File: config.mk
export PLATFORM = sky130hd
export DESIGN_NAME = param_counter
export DESIGN_NICKNAME = d
export VERILOG_FILES = /design/src/rtl/param_counter_pkg.sv /design/src/rtl/param_counter_prescaler.sv /design/src/rtl/param_counter.sv
export SDC_FILE = /design/constraint.sdc
export NUM_CORES = 1
export LEC_CHECK = 0
export ABC_AREA = 1
export BUFFER_PORTS_ARGS = -buffer_cell sky130_fd_sc_hd__buf_2
export CAP_MARGIN = 10
export CORE_AREA = 2 2 39 41
export DETAILED_ROUTE_END_ITERATION = 12
export DIE_AREA = 0 0 41 43
export GPL_TIMING_DRIVEN = 0
export SLEW_MARGIN = 10
export SYNTH_ARGS = -nofsm -noshare
export SYNTH_HDL_FRONTEND = slang
export SYNTH_SLANG_ARGS = --single-unit
File: constraint.sdc
create_clock -name clk -period 2.4 [get_ports clk]
set_input_delay 0.36 -clock clk [delete_from_list [all_inputs] [get_ports clk]]
set_output_delay 0.36 -clock clk [all_outputs]
set_load 0.02 [all_outputs]
File: src/rtl/param_counter_pkg.sv
// rtl/param_counter_pkg.sv - shared types and defaults for param_counter
package param_counter_pkg;

  typedef enum logic {
    DIR_DOWN = 1'b0,
    DIR_UP   = 1'b1
  } cnt_dir_e;

  typedef enum logic {
    MODE_WRAP = 1'b0,
    MODE_SAT  = 1'b1
  } cnt_mode_e;

  localparam int DEFAULT_WIDTH = 4;

endpackage

File: src/rtl/param_counter_prescaler.sv
// rtl/param_counter_prescaler.sv - enabled-cycle prescaler, built only with COUNTER_PRESCALER_EN
`ifdef COUNTER_PRESCALER_EN
module param_counter_prescaler #(
  parameter int PRESCALE = 4
)(
  input  logic clk,
  input  logic rst,
  input  logic enable,
  input  logic clear,
  output logic step_ok
);

  localparam int PW = $clog2(PRESCALE);
  localparam logic [PW-1:0] LAST = PW'(PRESCALE - 1);

  logic [PW-1:0] cnt;

  // Clear wins over counting; the window restarts after the last enabled cycle.
  always_ff @(posedge clk or negedge rst) begin
    if (!rst) begin
      cnt <= '0;
    end else if (clear) begin
      cnt <= '0;
    end else if (enable) begin
      cnt <= (cnt == LAST) ? '0 : cnt + 1'b1;
    end
  end

  // Step is permitted only on the enabled cycle that closes the window.
  always_comb begin
    step_ok = enable && (cnt == LAST);
  end

endmodule
`endif

File: src/rtl/param_counter.sv
// rtl/param_counter.sv - parametrised up/down wrap/saturate counter; optional prescaler via COUNTER_PRESCALER_EN
module param_counter
  import param_counter_pkg::*;
#(
  parameter int WIDTH   = DEFAULT_WIDTH,
  parameter int MAX_VAL = 2**WIDTH - 1,
  parameter int RST_VAL = 0
`ifdef COUNTER_PRESCALER_EN
  , parameter int PRESCALE = 4
`endif
)(
  input  logic             clk,
  input  logic             rst,
  input  logic             enable,
  input  logic             up,
  input  logic             sat_mode,
  input  logic             load,
  input  logic [WIDTH-1:0] load_val,
  input  logic             clr_ovf,
  output logic [WIDTH-1:0] count,
  output logic             tc,
  output logic             ovf
);

  localparam logic [WIDTH-1:0] MAX_C = WIDTH'(MAX_VAL);
  localparam logic [WIDTH-1:0] RST_C = WIDTH'(RST_VAL);

  if (WIDTH < 2) begin : g_bad_width
    $error("param_counter: WIDTH must be at least 2");
  end
  if (RST_VAL > MAX_VAL || RST_VAL < 0) begin : g_bad_rst_val
    $error("param_counter: RST_VAL must lie in 0..MAX_VAL");
  end

  cnt_dir_e         dir;
  cnt_mode_e        mode;
  logic             step_ok;
  logic             step;
  logic             at_bound;
  logic [WIDTH-1:0] load_clamped;
  logic [WIDTH-1:0] count_next;
  logic             tc_next;
  logic             ovf_next;

`ifdef COUNTER_PRESCALER_EN
  param_counter_prescaler #(
    .PRESCALE (PRESCALE)
  ) u_prescaler (
    .clk     (clk),
    .rst     (rst),
    .enable  (enable),
    .clear   (load),
    .step_ok (step_ok)
  );
`else
  assign step_ok = 1'b1;
`endif

  // Decode controls and detect whether a step would cross the range boundary.
  always_comb begin
    dir          = cnt_dir_e'(up);
    mode         = cnt_mode_e'(sat_mode);
    step         = enable && !load && step_ok;
    at_bound     = (dir == DIR_UP) ? (count == MAX_C) : (count == '0);
    load_clamped = (load_val > MAX_C) ? MAX_C : load_val;
  end

  // Next state: load beats step beats hold; a boundary step pulses tc and sets ovf.
  always_comb begin
    count_next = count;
    tc_next    = 1'b0;
    ovf_next   = ovf && !clr_ovf;
    if (load) begin
      count_next = load_clamped;
    end else if (step) begin
      if (at_bound) begin
        tc_next  = 1'b1;
        ovf_next = 1'b1;
        if (mode == MODE_WRAP) begin
          count_next = (dir == DIR_UP) ? '0 : MAX_C;
        end
      end else begin
        count_next = (dir == DIR_UP) ? count + 1'b1 : count - 1'b1;
      end
    end
  end

  // Output registers; reset aborts any in-flight update.
  always_ff @(posedge clk or negedge rst) begin
    if (!rst) begin
      count <= RST_C;
      tc    <= 1'b0;
      ovf   <= 1'b0;
    end else begin
      count <= count_next;
      tc    <= tc_next;
      ovf   <= ovf_next;
    end
  end

endmodule

# --- After elaboration in Yosys (flattened, before gate mapping) ---
# Cells that the tools add are included.
op_classes:
  n_mux: 14
  n_bitwise: 0
  addsub: 2
  n_lt_le_gt_ge: 1
  n_shift: 0
  n_eq_ne: 2
  reduce_logical: 7
  multipliers: 0
  n_div: 0
op_table:
  columns: ["cell", "n"]
  rows:
  - ["two-way mux 4 bit", 7]
  - ["two-way mux 1 bit", 7]
  - ["adder 4 x 1 -> 4 bit (second input constant)", 1]
  - ["== test 4 bit (second input constant)", 1]
  - ["> comparator 4 bit (second input constant)", 1]
  - ["logical NOT 4 bit", 1]
  - ["subtractor 4 x 1 -> 4 bit (second input constant)", 1]
  - ["inequality test 3 bit (second input constant)", 1]
  - ["logical AND 1 bit", 2]
  - ["logical NOT 1 bit", 2]
  - ["AND reduction 2 bit", 1]
  - ["nonzero test 2 bit", 1]
word_totals:
  n_memories: 0
  mem_bits_ro: 0
  register_bits: 6
  latchBits: 0
  in_bits: 11
  mem_bits_rw: 0
  output_inout_bits: 6

# --- Logic depth before layout (Yosys ltp) ---
depth:
  ltp_word: 5
  mapped_depth: 10
  depth_no_buf: 10

# --- Worst setup path after synthesis ---
# No wires, ideal clock.
synth_path:
  kind: "reg2reg"
  from: "reg count[2]"
  to: "reg count[3]"
  path_buffers: 0
  stages_incl_launch_ff: 9
  period_less_slack_ns: 1.482
  path_slack_ns: 0.918
  arrival_ns: 1.365
  setup_time_ns: 0.117
  cell_sequence: "dfrtp_1 ha_1 or2_2 nand2_1 nand2_1 nand3_1 nand2_1 nand2_1 nand2_1"
synth_via:
  elab_chain_cells: 5
synth_rtl:
  columns: ["item", "line", "rtl"]
  rows:
  - ["from (decl)", "param_counter.sv:20", "output logic [WIDTH-1:0] count,"]
  - ["from (signal assigned)", "param_counter.sv:95", "count <= count_next;"]
  - ["subtractor 4 x 1 -> 4 bit (tied with other cells)", "param_counter.sv:83", "count_next = (dir == DIR_UP) ? count + 1'b1 : count - 1'b1;"]
  - ["two-way mux 4 bit / two-way mux 1 bit (equally long branches)", "param_counter.sv:83, param_counter.sv:64", null]
  - ["two-way mux 4 bit", "param_counter.sv:76", "if (at_bound) begin"]
  - ["two-way mux 4 bit", "param_counter.sv:75", "end else if (step) begin"]
  - ["two-way mux 4 bit", "param_counter.sv:73", "if (load) begin"]
# Parallel ways exist; a longest one is shown, timed or not. The select of a mux whose other input is x is not followed.
# A chain may end at the register's enable or synchronous reset.

# --- Final worst setup path ---
# Ends and elaborated chain as after synthesis.

==> results by group <==
Route
  • Via Count: 470
  • # DRC: 0
  • Post-DR vias/cell: 4.39
  • DRT iter0 DRCs: 6
  • Total wire length: 933 um
  • 1st-pass router iterations: 4
  • Wirelength per Cell: 8.72 um
  • ANT nets after route: 0

Flow run
  • MaxCap Viol Count: 0

Yosys
  • Netlist cell types: 16
  • Synth Register Bits: 6
  • Post-Syn Instances: 71
  • Syn Nets: 85
  • Synthesized cell area: 463 um2
  • Warnings from Yosys: 0
  • Average cell area after synthesis: ~6.5 um2
  • Register area share after synthesis: 0.324

Critical path
  • Crit. End Element: flop
  • Crit-path max cell delay: between 400 and 500 ps
  • WP buf/inv: 0
  • Worst EP arrival: about 1600 ps
  • CP max-delay cell: dfrtp_1
  • Crit Path Class: reg2reg
  • Critical Path RT: ~2500 ps
  • Setup crit start kind: flop
  • Top cell family by delay on the critical path: simple AND/OR/NAND/NOR gates
  • CP Max Fanout: 4
  • Critical Path, Cell by Cell: ha_1 -> or2_2 -> nand2_1 -> nand2_1 -> nand3_1 -> nand2_1 -> nand2_1 -> nand2_1
  • Most common cell on crit path: nand2_1

STA
  • WHS: approximately 310 ps
  • Final Hold Vio Count: 0
  • Min Clock Period, post-route: between 1000 and 1500 ps
  • Slew Viols, Final: 0
  • RSZ-0062 raised after global routing: no
  • Layout Skew: approximately 2.3 ps
  • Endpoints failing setup: 0
  • Setup TNS: 0 ps
  • Worst rel slew slack: 0.837
  • Fmax: 680 MHz
  • Least-Margin Pin Slew: between 200 and 250 ps
  • Period utilization: 0.613

Clocking
  • Htree depth: 1
  • Clock slew at reported path FFs: around 40 ps
  • CTS tree: built
  • # hold bufs at CTS: 1
  • Clk_lat worst skew: 240 ps
  • Clk buf depth: 2
  • Post-cts sizing count: 0
  • Root Buffer: clkbuf_4
  • CTS sink cnt: 6
  • TritonCTS Buffers: 3
  • Post-CTS Setup Bufs: 0

Power
  • Internal Power: between 200 and 250 uW
  • LEAKAGE: between 0.3 and 0.4 nW
  • Sw Pwr: about 160 uW
  • Switching Share: 0.391
  • Logic pwr share: 0.427
  • Clock Power Share: 0.219
  • Worst VDD drop: between 0.3 and 0.4 mV
  • Flop pwr share: 0.354
  • Power Density: just under 700 nW/um2

Die
  • I/O pin count: 17
  • Die Span Y: ~43 um
  • Initial Util: 0.335
  • Cell Rows: 14
  • DIE AREA: approximately 1800 um2
  • Die width: 41 um
  • Core Footprint: about 1400 um2

Global routing
  • First-pass GRT wire length: between 1500 and 2000 um
  • Vias in the first global route: ~430
  • Largest net degree at the start of global routing: 8
  • Total Routing Usage GR: 0.127
  • Antenna violations before repair: 0
  • Gr ovfl total: 0

Finish
  • Final nets: between 100 and 150
  • Fillcell total: 152
  • Synth-to-layout area growth: 28.6%
  • Register area: between 150 and 200 um2
  • Layout cells sized above 1: 0.286
  • # diodes: 0
  • Footprint of the multi-input gates: roughly 270 um2

Placement
  • Hpwl dp: between 700 and 800 um
  • I/O Buffers: 16
  • Placer's final routability congestion estimate: 0.718

Run status
  • Status: finished clean

Worst hold path
  • Min-Delay Path Class: in2reg
==> worst paths after layout <==
kind	slack, ps	start	cells after the start	end
min in group asynchronous	470	rst	2	count[1]
max in group asynchronous	1800	rst	2	count[2]
worst min register to register	550	ovf	2	ovf
worst max register to register	930	count[2]	8	count[3]
worst min-delay path	310	clr_ovf	2	ovf
worst max-delay path	930	count[2]	8	count[3]
==> registers in the layout (all words and copies together) (netlist names) <==
name and count:
count 4, tc 1, ovf 1
==> power by group through the flow <==
| stage | Combinational [mW] | Clock, mW | Sequential (mW) |
|---|---|---|---|
| 6_report | 0.171 | 0.0878 | 0.142 |
| 5_1_grt | 0.200 | 0.0980 | 0.147 |
| 3_3_place_gp | 0.169 | 0 | 0.144 |
| 2_1_floorplan | 0.104 | 0 | 0.161 |
| 4_1_cts | 0.174 | 0.0930 | 0.143 |
| 3_5_place_dp | 0.172 | 0 | 0.144 |
==> cell usage after synthesis <==
library cell | count | area, um2
or2_2 | 1 | 6.26
inv_2 | 1 | 3.75
o21ai_0 | 1 | 5.00
fa_1 | 1 | 20.0
nand2_2 | 3 | 18.8
nor2_1 | 10 | 37.5
o22ai_1 | 1 | 6.26
nor2_2 | 1 | 6.26
nand2_1 | 26 | 97.6
nand3_1 | 3 | 15.0
ha_1 | 2 | 25.0
inv_1 | 11 | 41.3
a21oi_1 | 2 | 10.0
nand2_4 | 1 | 11.3
dfrtp_1 | 6 | 150
xor2_1 | 1 | 8.76
==> final cells by class <==
class / count / share of cell area
Clock buffer: 3 / 0.0378
Inverter: 12 / 0.0756
Multi-Input combinational cell: 53 / 0.450
Sequential cell: 6 / 0.252
Tap cell: 16 / 0.0336
Timing Repair Buffer: 17 / 0.151
==> stage by stage <==
step	total power, mW	util	instances	cell area (um2)	setup WS, ps
2_1_floorplan	0.265	-	71	463	918
3_3_place_gp	0.313	0.407	103	563	749
3_5_place_dp	0.316	0.407	103	563	733
4_1_cts	0.410	0.430	107	596	917
5_1_grt	0.445	0.430	107	596	824
6_report	0.401	0.430	107	596	929
==> logic make-up after synthesis <==
kind of cell               count (synthesis)  share of synthesized area
buffers and inverters                     12                     0.0973
adders and majority gates                  3                     0.0973
and+or+nand+nor                           45                      0.416
AOI/OAI and AO/OA                          4                     0.0459
xor gates and xnor gates                   1                     0.0189
DFF                                        6                      0.324
==> placed cells by master, fill, tap and decap left out <==
cell type      instances
clkbuf_4               3
o21ai_0                1
nand2_1               26
dfrtp_1                6
or2_2                  1
a21oi_1                2
xor2_1                 1
inv_2                  1
o22ai_1                1
dlygate4sd3_1          1
fa_1                   1
nor2_2                 1
buf_2                 16
inv_1                 11
nand3_1                3
nand2_2                3
nor2_1                10
ha_1                   2
nand2_4                1
==> per-layer routing <==
metal / up-vias / global-route usage / share of wire
met2: 9 / 0.225 / 0.52
met4: 0 / 0.0400 / 0
met1: 205 / 0.146 / 0.44
met3: 0 / 0.0157 / 0.042
li1: 256 / - / -
met5: - / 0 / 0
==> worst register-to-register path, cell delays in order (launching register included) <==
cell and delay [ps]:
dfrtp_1 410, ha_1 310, or2_2 310, nand2_1 70, nand2_1 40, nand3_1 60, nand2_1 50, nand2_1 60
nand2_1 40
No activity file was read; power rests on OpenSTA's default activity.
